### config.mk
export PLATFORM = sky130hd
export DESIGN_NAME = convert_hsv_to_rgb
export DESIGN_NICKNAME = d
export VERILOG_FILES = /design/src/rtl/hsv_pkg.sv /design/src/rtl/hsv_sector_decode.sv /design/src/rtl/convert_hsv_to_rgb.sv
export SDC_FILE = /design/constraint.sdc
export NUM_CORES = 1
export LEC_CHECK = 0
export CORE_MARGIN = 2
export CORE_UTILIZATION = 57
export CTS_CLUSTER_DIAMETER = 40
export DETAILED_ROUTE_END_ITERATION = 12
export HOLD_SLACK_MARGIN = 0.08
export PLACE_DENSITY = 0.77
export SYNTH_ARGS = -nofsm -noshare
export SYNTH_HDL_FRONTEND = slang
export SYNTH_SLANG_ARGS = --single-unit
### constraint.sdc
create_clock -name clk -period 10.11 [get_ports clk]
set_clock_uncertainty 0.2 [all_clocks]
set_input_delay 2.022 -clock clk [delete_from_list [all_inputs] [get_ports clk]]
set_output_delay 2.022 -clock clk [all_outputs]
set_load 0.01 [all_outputs]
### src/rtl/hsv_pkg.sv
// Shared HSV/RGB definitions: sector constants, no-hue threshold, packed word
// field positions and the converter FSM state type.
package hsv_pkg;

  localparam logic [2:0]  SectorCount    = 3'd6;
  localparam int unsigned HueSteps       = 32;
  localparam logic [7:0]  NoHueThreshold = 8'd192;

  // HSV word: {h, 8'h00, s, v}
  localparam int unsigned HsvHLsb   = 24;
  localparam int unsigned HsvPadLsb = 16;
  localparam int unsigned HsvSLsb   = 8;
  localparam int unsigned HsvVLsb   = 0;

  // RGB word: {b, 8'h00, g, r}
  localparam int unsigned RgbBLsb = 24;
  localparam int unsigned RgbGLsb = 8;
  localparam int unsigned RgbRLsb = 0;

  typedef enum logic [1:0] {
    S_ADDR  = 2'd0,
    S_CAPT  = 2'd1,
    S_CALC  = 2'd2,
    S_WRITE = 2'd3
  } conv_state_e;

  function automatic logic [31:0] pack_rgb(input logic [7:0] r, input logic [7:0] g,
                                           input logic [7:0] b);
    logic [31:0] w;
    w = '0;
    w[RgbRLsb +: 8] = r;
    w[RgbGLsb +: 8] = g;
    w[RgbBLsb +: 8] = b;
    return w;
  endfunction

endpackage

### src/rtl/hsv_sector_decode.sv
// Combinational HSV -> RGB decode: p/q/t arithmetic and sector mux.
// Config macro HSV_NOHUE_GREY_EN: when defined, h >= 192 yields grey (r=g=b=v);
// otherwise such hues are wrapped by subtracting 192 and decoded normally.
module hsv_sector_decode
  import hsv_pkg::*;
(
  input  logic [7:0] i_h,
  input  logic [7:0] i_s,
  input  logic [7:0] i_v,
  output logic [7:0] o_r,
  output logic [7:0] o_g,
  output logic [7:0] o_b
);

  localparam int unsigned FracBits = $clog2(HueSteps);

  logic [7:0]  w_h_wrap;
  logic [2:0]  w_sector;
  logic [4:0]  w_f;
  logic [16:0] w_s_f;
  logic [16:0] w_s_nf;
  logic [16:0] w_p_prod;
  logic [16:0] w_q_prod;
  logic [16:0] w_t_prod;
  logic [7:0]  w_p;
  logic [7:0]  w_q;
  logic [7:0]  w_t;
  logic        w_unused_bits;

  assign w_h_wrap = (i_h >= NoHueThreshold) ? i_h - NoHueThreshold : i_h;
  assign w_sector = w_h_wrap[7:5];
  assign w_f      = w_h_wrap[4:0];

  // All products fit in 17 bits; each result is <= v so bits [15:8] carry it.
  assign w_s_f    = (17'(i_s) * 17'(w_f)) >> FracBits;
  assign w_s_nf   = (17'(i_s) * (17'(HueSteps) - 17'(w_f))) >> FracBits;
  assign w_p_prod = 17'(i_v) * (17'd256 - 17'(i_s));
  assign w_q_prod = 17'(i_v) * (17'd256 - w_s_f);
  assign w_t_prod = 17'(i_v) * (17'd256 - w_s_nf);

  assign w_p = w_p_prod[15:8];
  assign w_q = w_q_prod[15:8];
  assign w_t = w_t_prod[15:8];

  assign w_unused_bits = ^{w_p_prod[16], w_p_prod[7:0], w_q_prod[16], w_q_prod[7:0],
                           w_t_prod[16], w_t_prod[7:0]};

  // Sector mux; sectors outside 0..5 cannot occur after wrapping but fall back to grey.
  always_comb begin
    o_r = i_v;
    o_g = i_v;
    o_b = i_v;
    if (w_sector < SectorCount) begin
      case (w_sector)
        3'd0:    begin o_r = i_v; o_g = w_t; o_b = w_p; end
        3'd1:    begin o_r = w_q; o_g = i_v; o_b = w_p; end
        3'd2:    begin o_r = w_p; o_g = i_v; o_b = w_t; end
        3'd3:    begin o_r = w_p; o_g = w_q; o_b = i_v; end
        3'd4:    begin o_r = w_t; o_g = w_p; o_b = i_v; end
        default: begin o_r = i_v; o_g = w_p; o_b = w_q; end
      endcase
    end
`ifdef HSV_NOHUE_GREY_EN
    if (i_h >= NoHueThreshold) begin
      o_r = i_v;
      o_g = i_v;
      o_b = i_v;
    end
`endif
  end

endmodule

### src/rtl/convert_hsv_to_rgb.sv
// HSV -> RGB frame converter: reads packed HSV words from the frame SRAM, writes
// packed RGB words to the output region, 4 cycles per pixel.
// Config macro HSV_NOHUE_GREY_EN selects no-hue handling inside hsv_sector_decode.
module convert_hsv_to_rgb
  import hsv_pkg::*;
#(
  parameter int unsigned ImageWidth       = 320,
  parameter int unsigned ImageHeight      = 240,
  parameter int unsigned HSVStorageOffset = (ImageWidth * ImageHeight) * 2 + 2,
  parameter int unsigned RGBOutputOffset  = (ImageWidth * ImageHeight) * 3 + 3
) (
  input  logic        clk,
  input  logic        reset,
  input  logic        pause,
  input  logic        enable,
  input  logic [31:0] data_read,
  output logic        wren,
  output logic [31:0] data_write,
  output logic [17:0] address,
  output logic        done
);

  localparam int unsigned NumPixels = ImageWidth * ImageHeight;
  localparam int unsigned CntW      = $clog2(NumPixels + 1);

  conv_state_e r_state, w_state_d;
  logic [CntW-1:0] r_counter, w_counter_d, w_counter_inc;
  logic        r_wren, w_wren_d;
  logic [31:0] r_data_write, w_data_write_d;
  logic [17:0] r_address, w_address_d;
  logic        r_done, w_done_d;
  logic [7:0]  r_h, r_s, r_v, w_h_d, w_s_d, w_v_d;
  logic [31:0] r_rgb, w_rgb_d;
  logic [7:0]  w_r, w_g, w_b;
  logic        w_unused_pad;

  assign w_unused_pad  = ^data_read[HsvPadLsb +: 8];
  assign w_counter_inc = r_counter + 1'b1;

  hsv_sector_decode u_decode (
    .i_h (r_h),
    .i_s (r_s),
    .i_v (r_v),
    .o_r (w_r),
    .o_g (w_g),
    .o_b (w_b)
  );

  // Next-state: enable low clears, pause freezes, done idles, otherwise step the FSM.
  always_comb begin
    w_state_d      = r_state;
    w_counter_d    = r_counter;
    w_wren_d       = r_wren;
    w_data_write_d = r_data_write;
    w_address_d    = r_address;
    w_done_d       = r_done;
    w_h_d          = r_h;
    w_s_d          = r_s;
    w_v_d          = r_v;
    w_rgb_d        = r_rgb;
    if (!enable) begin
      w_state_d      = S_ADDR;
      w_counter_d    = '0;
      w_wren_d       = 1'b0;
      w_data_write_d = '0;
      w_address_d    = '0;
      w_done_d       = 1'b0;
    end else if (pause) begin
      // hold everything
    end else if (r_done) begin
      w_wren_d = 1'b0;
    end else begin
      case (r_state)
        S_ADDR: begin
          w_wren_d    = 1'b0;
          w_address_d = 18'(32'(r_counter) + HSVStorageOffset);
          w_state_d   = S_CAPT;
        end
        S_CAPT: begin
          w_h_d     = data_read[HsvHLsb +: 8];
          w_s_d     = data_read[HsvSLsb +: 8];
          w_v_d     = data_read[HsvVLsb +: 8];
          w_state_d = S_CALC;
        end
        S_CALC: begin
          w_rgb_d   = pack_rgb(w_r, w_g, w_b);
          w_state_d = S_WRITE;
        end
        S_WRITE: begin
          w_address_d    = 18'(32'(r_counter) + RGBOutputOffset);
          w_data_write_d = r_rgb;
          w_wren_d       = 1'b1;
          w_counter_d    = w_counter_inc;
          if (32'(w_counter_inc) >= NumPixels) begin
            w_done_d = 1'b1;
          end
          w_state_d = S_ADDR;
        end
        default: w_state_d = S_ADDR;
      endcase
    end
  end

  // State and output registers with synchronous reset.
  always_ff @(posedge clk) begin
    if (reset) begin
      r_state      <= S_ADDR;
      r_counter    <= '0;
      r_wren       <= 1'b0;
      r_data_write <= '0;
      r_address    <= '0;
      r_done       <= 1'b0;
      r_h          <= '0;
      r_s          <= '0;
      r_v          <= '0;
      r_rgb        <= '0;
    end else begin
      r_state      <= w_state_d;
      r_counter    <= w_counter_d;
      r_wren       <= w_wren_d;
      r_data_write <= w_data_write_d;
      r_address    <= w_address_d;
      r_done       <= w_done_d;
      r_h          <= w_h_d;
      r_s          <= w_s_d;
      r_v          <= w_v_d;
      r_rgb        <= w_rgb_d;
    end
  end

  assign wren       = r_wren;
  assign data_write = r_data_write;
  assign address    = r_address;
  assign done       = r_done;

endmodule

# Yosys cells after proc, flatten, opt, wreduce, memory -nomap -nowiden
# Cells that the tools add are included.
# W data, S select, Z words.
classes:
  n_mux: 14
  reduce_logical: 15
  addsub: 8
  bitwise: 3
  mul: 5
  shifts: 0
  order_cmp: 3
  n_eq_ne: 7
  n_div: 0
op_table:
  columns: ["operator", "count"]
  rows:
  - ["$pmux W8 S3", 3]
  - ["$mul A8 B17 Y16", 3]
  - ["$add A17 B18 Y18 const B", 2]
  - ["$pmux W18 S2", 1]
  - ["$mux W8", 4]
  - ["$sub A9 B8 Y10 const A", 2]
  - ["$add A17 B1 Y17 const B", 1]
  - ["$ge A17 B17 Y1 const B", 1]
  - ["$mul A8 B17 Y17", 1]
  - ["$mul A8 B5 Y13", 1]
  - ["$sub A9 B12 Y13 const A", 1]
  - ["$reduce_or A2 Y1", 5]
  - ["$ge A8 B8 Y1 const B", 1]
  - ["$pmux W2 S4", 1]
  - ["$reduce_and A4 Y1", 2]
  - ["$sub A8 B8 Y8 const B", 1]
  - ["$sub A6 B5 Y7 const A", 1]
  - ["$eq A3 B2 Y1 const B", 2]
  - ["$reduce_and A3 Y1", 2]
  - ["$eq A2 B2 Y1 const B", 2]
  - ["$mux W1", 4]
  - ["$reduce_and A2 Y1", 2]
  - ["$eq A3 B1 Y1 const B", 1]
  - ["$eq A3 B3 Y1 const B", 1]
  - ["8 further kinds", 10]
word_totals:
  input_bits: 36
  latchBits: 0
  mem_bits_rw: 0
  n_memories: 0
  regBits: 111
  rom_bits: 0

# Longest topological paths before layout
# Gate-level depths: netlist (run 1).
logic_depth:
  word_depth: 8
  mapped_depth: 44

# By module
# A second synthesis (run 1) with hierarchy kept.
unflattened:
  cells_unflattened: 2051
  hier_area_um2: 16251.8
by_module_without_submodules:
  columns: ["module", "instances", "area_per_inst_um2", "cells_per_inst"]
  rows:
  - ["hsv_sector_decode", 1, 11389.7, 1427]
  - ["convert_hsv_to_rgb", 1, 4862.2, 624]

# Least setup slack after synthesis (run 1)
# Ideal clock, no wire load.
synth_timing:
  kind: "register to register"
  from: "register r_h[0]"
  to: "register r_rgb[5]"
  required_time_ns: 9.845
  stages_incl_launch_ff: 40
  arrival_time_ns: 9.583
  setup_time_ns: 0.065
  path_slack_ns: 0.262
  path_cell_list: "dfxtp_1 clkbuf_2 or3_1 xor2_1 and2_1 fa_1 inv_1 fa_1 inv_1 fa_1 inv_1 fa_1 inv_1 ha_1 o21ai_0 nor2_1 a311oi_1 o2bb2ai_1 [4 not listed] inv_1 fa_1 inv_1 fa_1 inv_1 fa_1 inv_1 ha_1 and3_1 a211oi_1 a211oi_1 o21ai_0 a21boi_0 a21o_1 a221oi_1 mux2i_1 o21a_1 nor2_1"
synth_between:
  elab_chain_cells: 8
  word_cells_on_any_way: 18
  classes_between: "add/sub: 4; mul: 4; order compare: 2; eq/ne: 4; mux: 3; reduce/logical: 1"
synth_rtl:
  columns: ["element", "line_no", "text"]
  rows:
  - ["from (decl)", "convert_hsv_to_rgb.sv:32", "logic [7:0] r_h, r_s, r_v, w_h_d, w_s_d, w_v_d;"]
  - ["from (signal assigned)", "convert_hsv_to_rgb.sv:124", "r_h <= w_h_d;"]
  - ["$sub A8 B8 Y8 or $ge A8 B8 Y1 (tied branches)", "hsv_sector_decode.sv:30", "assign w_h_wrap = (i_h >= NoHueThreshold) ? i_h - NoHueThreshold : i_h;"]
  - ["$mux W8 *", "hsv_sector_decode.sv:30", null]
  - ["$sub A6 B5 Y7", "hsv_sector_decode.sv:36", "assign w_s_nf = (17'(i_s) * (17'(HueSteps) - 17'(w_f))) >> FracBits;"]
  - ["$mul A8 B17 Y17", "hsv_sector_decode.sv:36", null]
  - ["$sub A9 B12 Y13", "hsv_sector_decode.sv:39", "assign w_t_prod = 17'(i_v) * (17'd256 - w_s_nf);"]
  - ["$mul A8 B17 Y16", "hsv_sector_decode.sv:39", null]
  - ["$pmux W8 S3", "hsv_sector_decode.sv:54", "case (w_sector)"]
  - ["$mux W8 *", "hsv_sector_decode.sv:53", "if (w_sector < SectorCount) begin"]
  - ["to (signal assigned)", "convert_hsv_to_rgb.sv:127", "r_rgb <= w_rgb_d;"]
  - ["to (decl)", "convert_hsv_to_rgb.sv:33", "logic [31:0] r_rgb, w_rgb_d;"]
# Mark *: on every way between the ends. The rest lies on a longest branch, timed or not.
# A chain may end at the register's enable or synchronous reset.

# Final worst setup path (run 1)
layout_timing:
  from: "register r_h[0]"
  to: "register r_rgb[31]"
# The elaborated chain is that of the path after synthesis.

==> results of run 1 <==
==> how the worst min path moves through the flow <==
stage                     end  depth (start not counted)
6_report       data_write[30]                          2
5_1_grt        data_write[30]                          2
4_1_cts        data_write[30]                          2
3_5_place_dp      address[17]                          2
3_3_place_gp      address[17]                          2
2_1_floorplan  data_write[10]                          2
==> placed cells by master, fill, tap and decap left out, types with 4 or more instances in the layout <==
master             n
xnor2_2            6
xnor2_1           57
nand2_1          322
o21a_1             7
o21ai_0           65
nand4_1           12
fa_1             179
o22ai_1            8
or3_1             11
inv_1            247
dfxtp_1          106
a2111oi_4          4
conb_1             8
ha_1             147
nand2b_1          16
dfxtp_2            5
nor2_1           117
and2_1           151
o221ai_1           8
a211oi_1          18
a21o_1            13
clkdlybuf4s50_1   70
nand3_1           17
buf_4             72
xor2_1            28
a31oi_1            6
nor2_2             6
and3_1            13
nor3_1            29
or2_2              6
a21oi_1          113
nand3b_1           5
o211ai_1          12
a211o_1            4
xor2_2             7
clkbuf_16          9
mux2i_1            7
nor2b_1           13
o21ai_1            5
==> routing by layer <==
metal	wire length (µm)	vias up	GRT usage
met5	14	-	0
met2	19100	388	0.487
met4	735	2	0.0691
met1	15800	6529	0.340
met3	2270	70	0.0452
li1	-	6408	-
==> worst max-delay path, delay by kind of cell, from the launching register on <==
| family | cells | cell delay [ns] |
|---|---|---|
| flip-flops | 1 | 0.35 |
| AO/OA/AOI/OAI | 11 | 1.98 |
| adder cells (fa/ha/maj) | 10 | 4.61 |
| AND/OR/NAND/NOR | 7 | 1.13 |
| XOR/XNOR | 3 | 0.78 |
| buffers and inverters | 8 | 0.57 |
==> cell type report <==
cell class                      count  area [µm²]  share of cell area
Tap cell                          341         427              0.0243
Sequential cell                   111        2230               0.127
Timing Repair Buffer              144        1260              0.0716
Clock inverter                      6        53.8             0.00306
Multi-Input combinational cell   1504       12400               0.708
Inverter                          248         931              0.0530
Clock buffer                        9         225              0.0128
==> cell families after synthesis <==
logic type,after synthesis,synth area share
buffers and inverters,350,0.0868
flip-flops,111,0.143
XOR/XNOR,101,0.0586
multiplexers,10,0.00666
adder cells (fa/ha/maj),330,0.351
AND/OR/NAND/NOR,744,0.226
other,1,0.000240
AO/OA/AOI/OAI,311,0.129
==> sequential cells by signal, summed over array words and instances, names as in the netlist <==
name,cells
address,18
data_write,24
done,1
r_counter,17
r_h,8
r_rgb,24
r_s,8
r_state,2
r_v,8
wren,1
==> power by group through the flow <==
stage / registers (µW) / logic, µW / clock network [µW]
after floorplan: 453 / 59.7 / 0
after global placement: 453 / 97.4 / 0
after detailed placement: 453 / 99.6 / 0
after CTS: 443 / 101 / 382
after global routing: 444 / 117 / 394
final: 443 / 107 / 377
==> per-stage QoR <==
| stage | instances | setup slack (ns) | TNS (ns) | hold slack [ns] |
|---|---|---|---|---|
| floorplan | 1965 | 0.262 | 0 | 0.229 |
| global placement | 2339 | -0.0285 | -0.0782 | 0.232 |
| detailed placement | 2339 | -0.241 | -1.75 | 0.244 |
| CTS | 2354 | 0.0378 | 0 | 0.259 |
| global route | 2363 | -0.0789 | -0.259 | 0.276 |
| finish | 2363 | 0.384 | 0 | 0.257 |
==> timing repair <==
| item | CTS | global route |
|---|---|---|
| pin swaps | 1 | 25 |
| setup buffers | 0 | 9 |
| endpoints found under the setup margin | 15 | 21 |
| resized for setup | 19 | 60 |
==> results.ini, run 1 <==
[critical_path]
path_max_fanout = 6
cp_data_required_time_ns = 10.21
cp-startpoint = r_h[0]
crit_path_top_delay_cell = fa_1
r2r_end = r_rgb[31]
path_common_cell = fa_1
critical_path_class = reg2reg
rrSetupSlack_ns = 0.38
critPathCapture = r_rgb[31]
r2r_cells = 39
max_stage_delay_ns = 0.56
worstPathArrival_ns = 9.82
r2r-start = r_h[0]
cp-start-kind = register
endpoint_kind = register

[logic_synthesis]
syn_area_per_cell_um2 = 7.96
synth_top_area_frac = 0.230
synth_common_cells = nand2_1 (322), inv_1 (247), fa_1 (179)
yosys-top-cells-area = fa_1 (23%), dfxtp_1 (14%), ha_1 (12%)
ys_warn_count = 0
synth-edff-count = 0
ys_ff_latch = 111
ys_async_sr_fraction = 0
synthFlopType = dfxtp_1
synth.most_common_cell = nand2_1
synth_top_cell_by_area = fa_1
synth_area_um2 = 15600
synth-seq-area-share = 0.143
syn_inst = 1958
yosysUniqueCellTypes = 80

[power_and_ir_drop]
power.density_nw_per_um2 = 52.8
vdd_drop_max_v = 0.0000839
p_leak_uw = 0.00811
power_frac_seq = 0.478
finalPower_uw = 927
combPwrFrac = 0.115
clkPwrFrac = 0.407
power.internal_uw = 654
switching_power_uw = 273
switching_share = 0.294

[placed_design]
gp_congestion = 0.909
io_buffers = 71
place_hpwl_um = 28400
placed_area_um2 = 16800

[clock_network]
numCtsBuffers = 9
h-tree-depth = 3
cts_hold_buffers = 0
cts_tree = built
clock-sinks = 111
cts_root_buffer = clkbuf_16
clockBufferDepth = 2
clk_pin_slew_ns = 0.09
worstSkewPairLatency_ns = 0.38

[detailed_routing]
wire_per_inst_um = 16.0
vias = 13400
drtIter0Drc = 983
route.detailed.drc = 0
avgViaCountPerCell = 5.67
firstDrtPassIters = 5
ant_nets = 0
routed_wirelength_um = 37900

[floorplanning]
placementRows = 60
core_area_um2 = 26900
dieArea_um2 = 28700
die_width_um = 169
initial_core_util = 0.580
die_h_um = 169
ios = 88

[sta]
finalHoldViolCount = 0
setup_viol = 0
slew_headroom = 0.162
clock.fmax_mhz = 103
slew_viol_final = 0
worstMarginPinSlew_ns = 1.25
fin_crit_sh = 0.962
fin_crit_ns = 9.73

[outcome]
status = completed

[finish]
fin_nets = 2384
antenna_cells = 0
post-route-util = 0.653
area_growth_pct = 12.6
layout-drive-gt1-share = 0.0865
fill_cells = 2245
fin_area_um2 = 17600

[global_route]
grt_overflow = 0
track_usage = 0.272
grt_max_degree = 51
antenna_found_initial = 1
grt_pass1_wl_um = 63900
grt_pass1_vias = 13600

[min_path]
hold_start = data_write[30]
hp-class = reg2reg

[flow_run]
drv_cap = 0

Power figures use the tool's default switching activity.
==> run 2, diff against run 1 <==
--- a/config.mk
+++ b/config.mk
@@ -7,3 +7,3 @@
 export LEC_CHECK = 0
-export CORE_MARGIN = 2
+export CORE_MARGIN = 5
 export CORE_UTILIZATION = 57
==> constraint.sdc (replaced) <==
create_clock -name clk -period 8.2 [get_ports clk]
set_clock_uncertainty 0.2 [all_clocks]
set_input_delay 2.05 -clock clk [delete_from_list [all_inputs] [get_ports clk]]
set_output_delay 2.05 -clock clk [all_outputs]
set_load 0.01 [all_outputs]
==> results.ini, run 2 (synthesis results as in run 1) <==
[outcome]
status = finished, violations left
violations = negative setup slack

[power_and_ir_drop]
finalPower_uw = 1160  ; +25%
vdd_drop_max_v = 0.0000900  ; +7.3%
switching_share = 0.284  ; -0.0105
combPwrFrac = 0.133  ; +0.018
power.internal_uw = 827  ; +26%
power_frac_seq = 0.474  ; -0.004
power.density_nw_per_um2 = 60.0  ; +14%
switching_power_uw = 328  ; +20%
p_leak_uw = 0.00896  ; +11%
clkPwrFrac = 0.393  ; -0.014

[finish]
post-route-util = 0.714  ; +0.0611
antenna_cells = 0  ; unchanged
final_cell_mix = nand2_1 (317), inv_1 (236), buf_4 (219)
layout-drive-gt1-share = 0.187  ; +0.101
final_common_cell = nand2_1
fin_cells = 2515  ; +6.4%
fin_nets = 2535  ; +6.3%
area_growth_pct = 23.5

[critical_path]
path_common_cell = fa_1
path_max_fanout = 5  ; -1
max_stage_delay_ns = 0.50  ; -0.06 ns
critPathCapture = r_rgb[12]
cp-startpoint = r_h[2]
worstPathArrival_ns = 9.41  ; -0.41 ns
rrSetupSlack_ns = -1.21  ; -1.60 ns
crit_path_top_delay_cell = fa_1
cp_data_required_time_ns = 8.20  ; -2.01 ns
r2r-start = r_h[2]
cp-start-kind = register
endpoint_kind = register
critical_path_class = reg2reg
r2r_end = r_rgb[12]
r2r_cells = 38  ; -2.6%

[global_route]
grt_pass1_vias = 14600  ; +7.7%
grt_overflow = 0  ; unchanged
track_usage = 0.266  ; -0.00565
grt_max_degree = 51  ; unchanged
grt_pass1_wl_um = 68500  ; +7.2%
antenna_found_initial = 1  ; unchanged

[sta]
fin_crit_ns = 9.41  ; -0.314 ns
setup_tns_ns = -24.09  ; -24.09 ns
fin_crit_sh = 1.15  ; +0.186
rsz0062_at_grt = yes
hold_ws_ns = 0.255  ; -0.00181 ns
setup_viol = 24  ; +24
slew_viol_final = 0  ; unchanged
slew_headroom = 0.172  ; +0.00972
worstMarginPinSlew_ns = 1.24  ; -0.0156 ns
fin_ws_ns = -1.21  ; -1.60 ns
finalHoldViolCount = 0  ; unchanged
clock.fmax_mhz = 106  ; +3.3%

[floorplanning]
dieArea_um2 = 30800  ; +7.2%
core_area_um2 = 27000  ; +0.28%
die_h_um = 175  ; +3.5%
initial_core_util = 0.579  ; -0.00162
placementRows = 60  ; unchanged
ios = 88  ; unchanged
die_width_um = 175  ; +3.5%

[detailed_routing]
vias = 14100  ; +5.0%
wire_per_inst_um = 16.2  ; +1.2%
firstDrtPassIters = 5  ; unchanged
ant_nets = 0  ; unchanged
drtIter0Drc = 935  ; -4.9%
routed_wirelength_um = 40900  ; +7.7%
avgViaCountPerCell = 5.59  ; -1.3%
route.detailed.drc = 0  ; unchanged

[clock_network]
h-tree-depth = 3  ; unchanged
worstSkewPairLatency_ns = 0.36  ; -0.02 ns
clk_pin_slew_ns = 0.09  ; about the same
clock-sinks = 111  ; unchanged
cts_tree = built
cts_hold_buffers = 0  ; unchanged
cts_root_buffer = clkbuf_16
clockBufferDepth = 2  ; unchanged
numCtsBuffers = 9  ; unchanged

[placed_design]
place_hpwl_um = 31700  ; +11%
gp_congestion = 0.918  ; +0.99%
dp.cells = 2477  ; +5.9%
io_buffers = 71  ; unchanged

[flow_run]
drv_cap = 0  ; unchanged

[min_path]
hp-class = reg2reg

[run 2: per-layer routing]
metal / up-vias / wire, µm / GRT usage
met3: 89 / 2680 / 0.0362
met2: 485 / 20600 / 0.482
met5: - / 15 / 0
met4: 2 / 955 / 0.0684
met1: 6772 / 16600 / 0.335
li1: 6723 / - / -
[run 2: cell type report]
class,count,area [µm²]
Clock buffer,9,225
Clock inverter,7,77.6
Fill cell,2059,7700
Inverter,248,931
Multi-Input combinational cell,1504,12900
Sequential cell,111,2230
Tap cell,341,427
Timing Repair Buffer,295,2410
[run 2: power by group through the flow]
stage,Combinational (µW),Sequential (µW),Clock [µW]
CTS,149,548,458
global placement,135,560,0
detailed placement,139,561,0
finish,153,548,453
global route,167,549,481
floorplan,80.9,559,0
[run 2: repair_timing]
item	4_1_cts	5_1_grt
buffers inserted	16	7
pin swaps	57	35
resized for setup	52	40
setup endpoints to repair	24	24
[run 2: worst min path at each step]
stage                              from             to  slack (ns)  depth (start not counted)
after CTS                 data_write[9]  data_write[9]        0.26                          2
after global placement       address[3]     address[3]        0.23                          2
after floorplan                r_rgb[6]  data_write[6]        0.23                          2
after detailed placement     address[6]     address[6]        0.24                          2
final                     data_write[9]  data_write[9]        0.25                          2
after global routing           r_rgb[0]       r_rgb[0]        0.27                          2
[run 2: metrics by stage]
step | cell area, µm² | setup slack (ns)
after floorplan | 16100 | -0.892
after global placement | 18300 | -1.06
after detailed placement | 18300 | -1.25
after CTS | 19000 | -1.12
after global routing | 19300 | -1.52
final | 19300 | -1.21
[run 2: critical path, delay by kind of cell, from the launching register on]
kind | cells | cell delay [ns]
AND/OR/NAND/NOR | 7 | 1.34
flip-flops | 1 | 0.33
buffers and inverters | 9 | 0.64
multiplexers | 1 | 0.29
AO/OA/AOI/OAI | 8 | 1.61
XOR/XNOR | 3 | 0.56
adder cells (fa/ha/maj) | 10 | 4.28
==> run 3, diff against run 2 <==
SKIP_LAST_GASP = 1   (was default)
==> results.ini, run 3 (synthesis results as in run 1) <==
[detailed_routing]
wire_per_inst_um = 16.2  ; -0.34%
firstDrtPassIters = 6  ; +1
ant_nets = 0  ; unchanged
drtIter0Drc = 924  ; -1.2%
route.detailed.drc = 0  ; unchanged
avgViaCountPerCell = 5.59  ; -0.15%
vias = 14100  ; -0.15%
routed_wirelength_um = 40700  ; -0.34%

[sta]
setup_tns_ns = -24.30  ; -0.203 ns
fin_crit_ns = 9.42  ; +0.0114 ns
fin_ws_ns = -1.22  ; -0.0115 ns
finalHoldViolCount = 0  ; unchanged
rsz0062_at_grt = yes
setup_viol = 24  ; unchanged
slew_viol_final = 0  ; unchanged
worstMarginPinSlew_ns = 1.23  ; -0.00433 ns
slew_headroom = 0.175  ; +0.00289
fin_crit_sh = 1.15  ; +0.00140
clock.fmax_mhz = 106  ; -0.12%

[finish]
final_common_cell = nand2_1
final_cell_mix = nand2_1 (318), inv_1 (236), buf_4 (219)
layout-drive-gt1-share = 0.184  ; -0.00276
area_growth_pct = 23.3
fin_cells = 2515  ; unchanged
antenna_cells = 0  ; unchanged
fin_nets = 2535  ; unchanged

[global_route]
grt_max_degree = 51  ; unchanged
grt_overflow = 0  ; unchanged
grt_pass1_vias = 14600  ; unchanged
antenna_found_initial = 1  ; unchanged
track_usage = 0.266  ; unchanged
grt_pass1_wl_um = 68500  ; unchanged

[floorplanning]
die_h_um = 175  ; unchanged
dieArea_um2 = 30800  ; unchanged
ios = 88  ; unchanged
initial_core_util = 0.579  ; unchanged
die_width_um = 175  ; unchanged
core_area_um2 = 27000  ; unchanged
placementRows = 60  ; unchanged

[critical_path]
worstPathArrival_ns = 9.41  ; about the same
cp_data_required_time_ns = 8.19  ; about the same
endpoint_kind = register
max_stage_delay_ns = 0.54  ; +0.04 ns
cp-start-kind = register
path_max_fanout = 5  ; unchanged
path_common_cell = fa_1
critical_path_class = reg2reg
crit_path_top_delay_cell = fa_1

[clock_network]
clk_pin_slew_ns = 0.09  ; about the same
clockBufferDepth = 2  ; unchanged
numCtsBuffers = 9  ; unchanged
worstSkewPairLatency_ns = 0.36  ; about the same
clock-sinks = 111  ; unchanged
cts_tree = built
cts_root_buffer = clkbuf_16
cts_hold_buffers = 0  ; unchanged
h-tree-depth = 3  ; unchanged

[placed_design]
gp_congestion = 0.918  ; unchanged
io_buffers = 71  ; unchanged
dp.cells = 2477  ; unchanged
place_hpwl_um = 31700  ; unchanged

[flow_run]
drv_cap = 0  ; unchanged

[outcome]
violations = negative setup slack
status = finished, violations left

[power_and_ir_drop]
power.density_nw_per_um2 = 60.0  ; about the same
vdd_drop_max_v = 0.0000893  ; -0.75%
p_leak_uw = 0.00896  ; about the same

[min_path]
hp-class = reg2reg

==> run 3: repair_timing <==
item / CTS / global route
gates resized for setup: 52 / 33
endpoints found under the setup margin: 24 / 24
pin swaps: 55 / 36
buffers inserted: 16 / 7
hold endpoints to repair: 0 / 0
cloned: 0 / 0
==> run 3: critical path: cells and delay by family (launching register included) <==
family / cells / cell delay [ns]
compound gates: 8 / 1.48
flops: 1 / 0.33
simple gates: 7 / 1.47
buf+inv: 8 / 0.59
fa+ha+maj: 10 / 4.22
mux: 1 / 0.26
xor+xnor: 3 / 0.72
==> run 3: where the power goes <==
part / switching (µW) / internal [µW]
clock network: 235 / 217
logic: 85.7 / 67.0
registers: 5.18 / 543
==> run 3: final timing paths <==
| check | start | to | slack [ns] | cells after the start |
|---|---|---|---|---|
| worst max-delay path | r_h[2] | r_rgb[6] | -1.22 | 37 |
| worst min-delay path | data_write[9] | data_write[9] | 0.25 | 2 |
| worst max register to register | r_h[2] | r_rgb[6] | -1.22 | 37 |
| worst min register to register | data_write[9] | data_write[9] | 0.25 | 2 |
==> run 3: cell type report <==
| type | count | area (µm²) |
|---|---|---|
| multi-input combinational | 1504 | 12900 |
| fill | 2067 | 7730 |
| timing repair buffer | 295 | 2410 |
| sequential | 111 | 2230 |
| inverter | 248 | 931 |
| tap | 341 | 427 |
| clock buffer | 9 | 225 |
| clock inverter | 7 | 77.6 |
==> run 3: routing by layer <==
metal / global-route usage / wire length [µm]
met5: 0 / 15
met4: 0.0684 / 913
met3: 0.0362 / 2730
met2: 0.482 / 20600
met1: 0.335 / 16500
==> run 3: through the flow <==
step | area [µm²] | setup WS (ns) | utilization | power [µW] | hold WS (ns)
after floorplan | 16100 | -0.892 | - | 640 | 0.229
after global placement | 18300 | -1.06 | 0.679 | 695 | 0.234
after detailed placement | 18300 | -1.25 | 0.679 | 699 | 0.241
after CTS | 19000 | -1.12 | 0.705 | 1150 | 0.258
after global routing | 19200 | -1.52 | 0.713 | 1200 | 0.271
final | 19200 | -1.22 | 0.713 | 1150 | 0.255
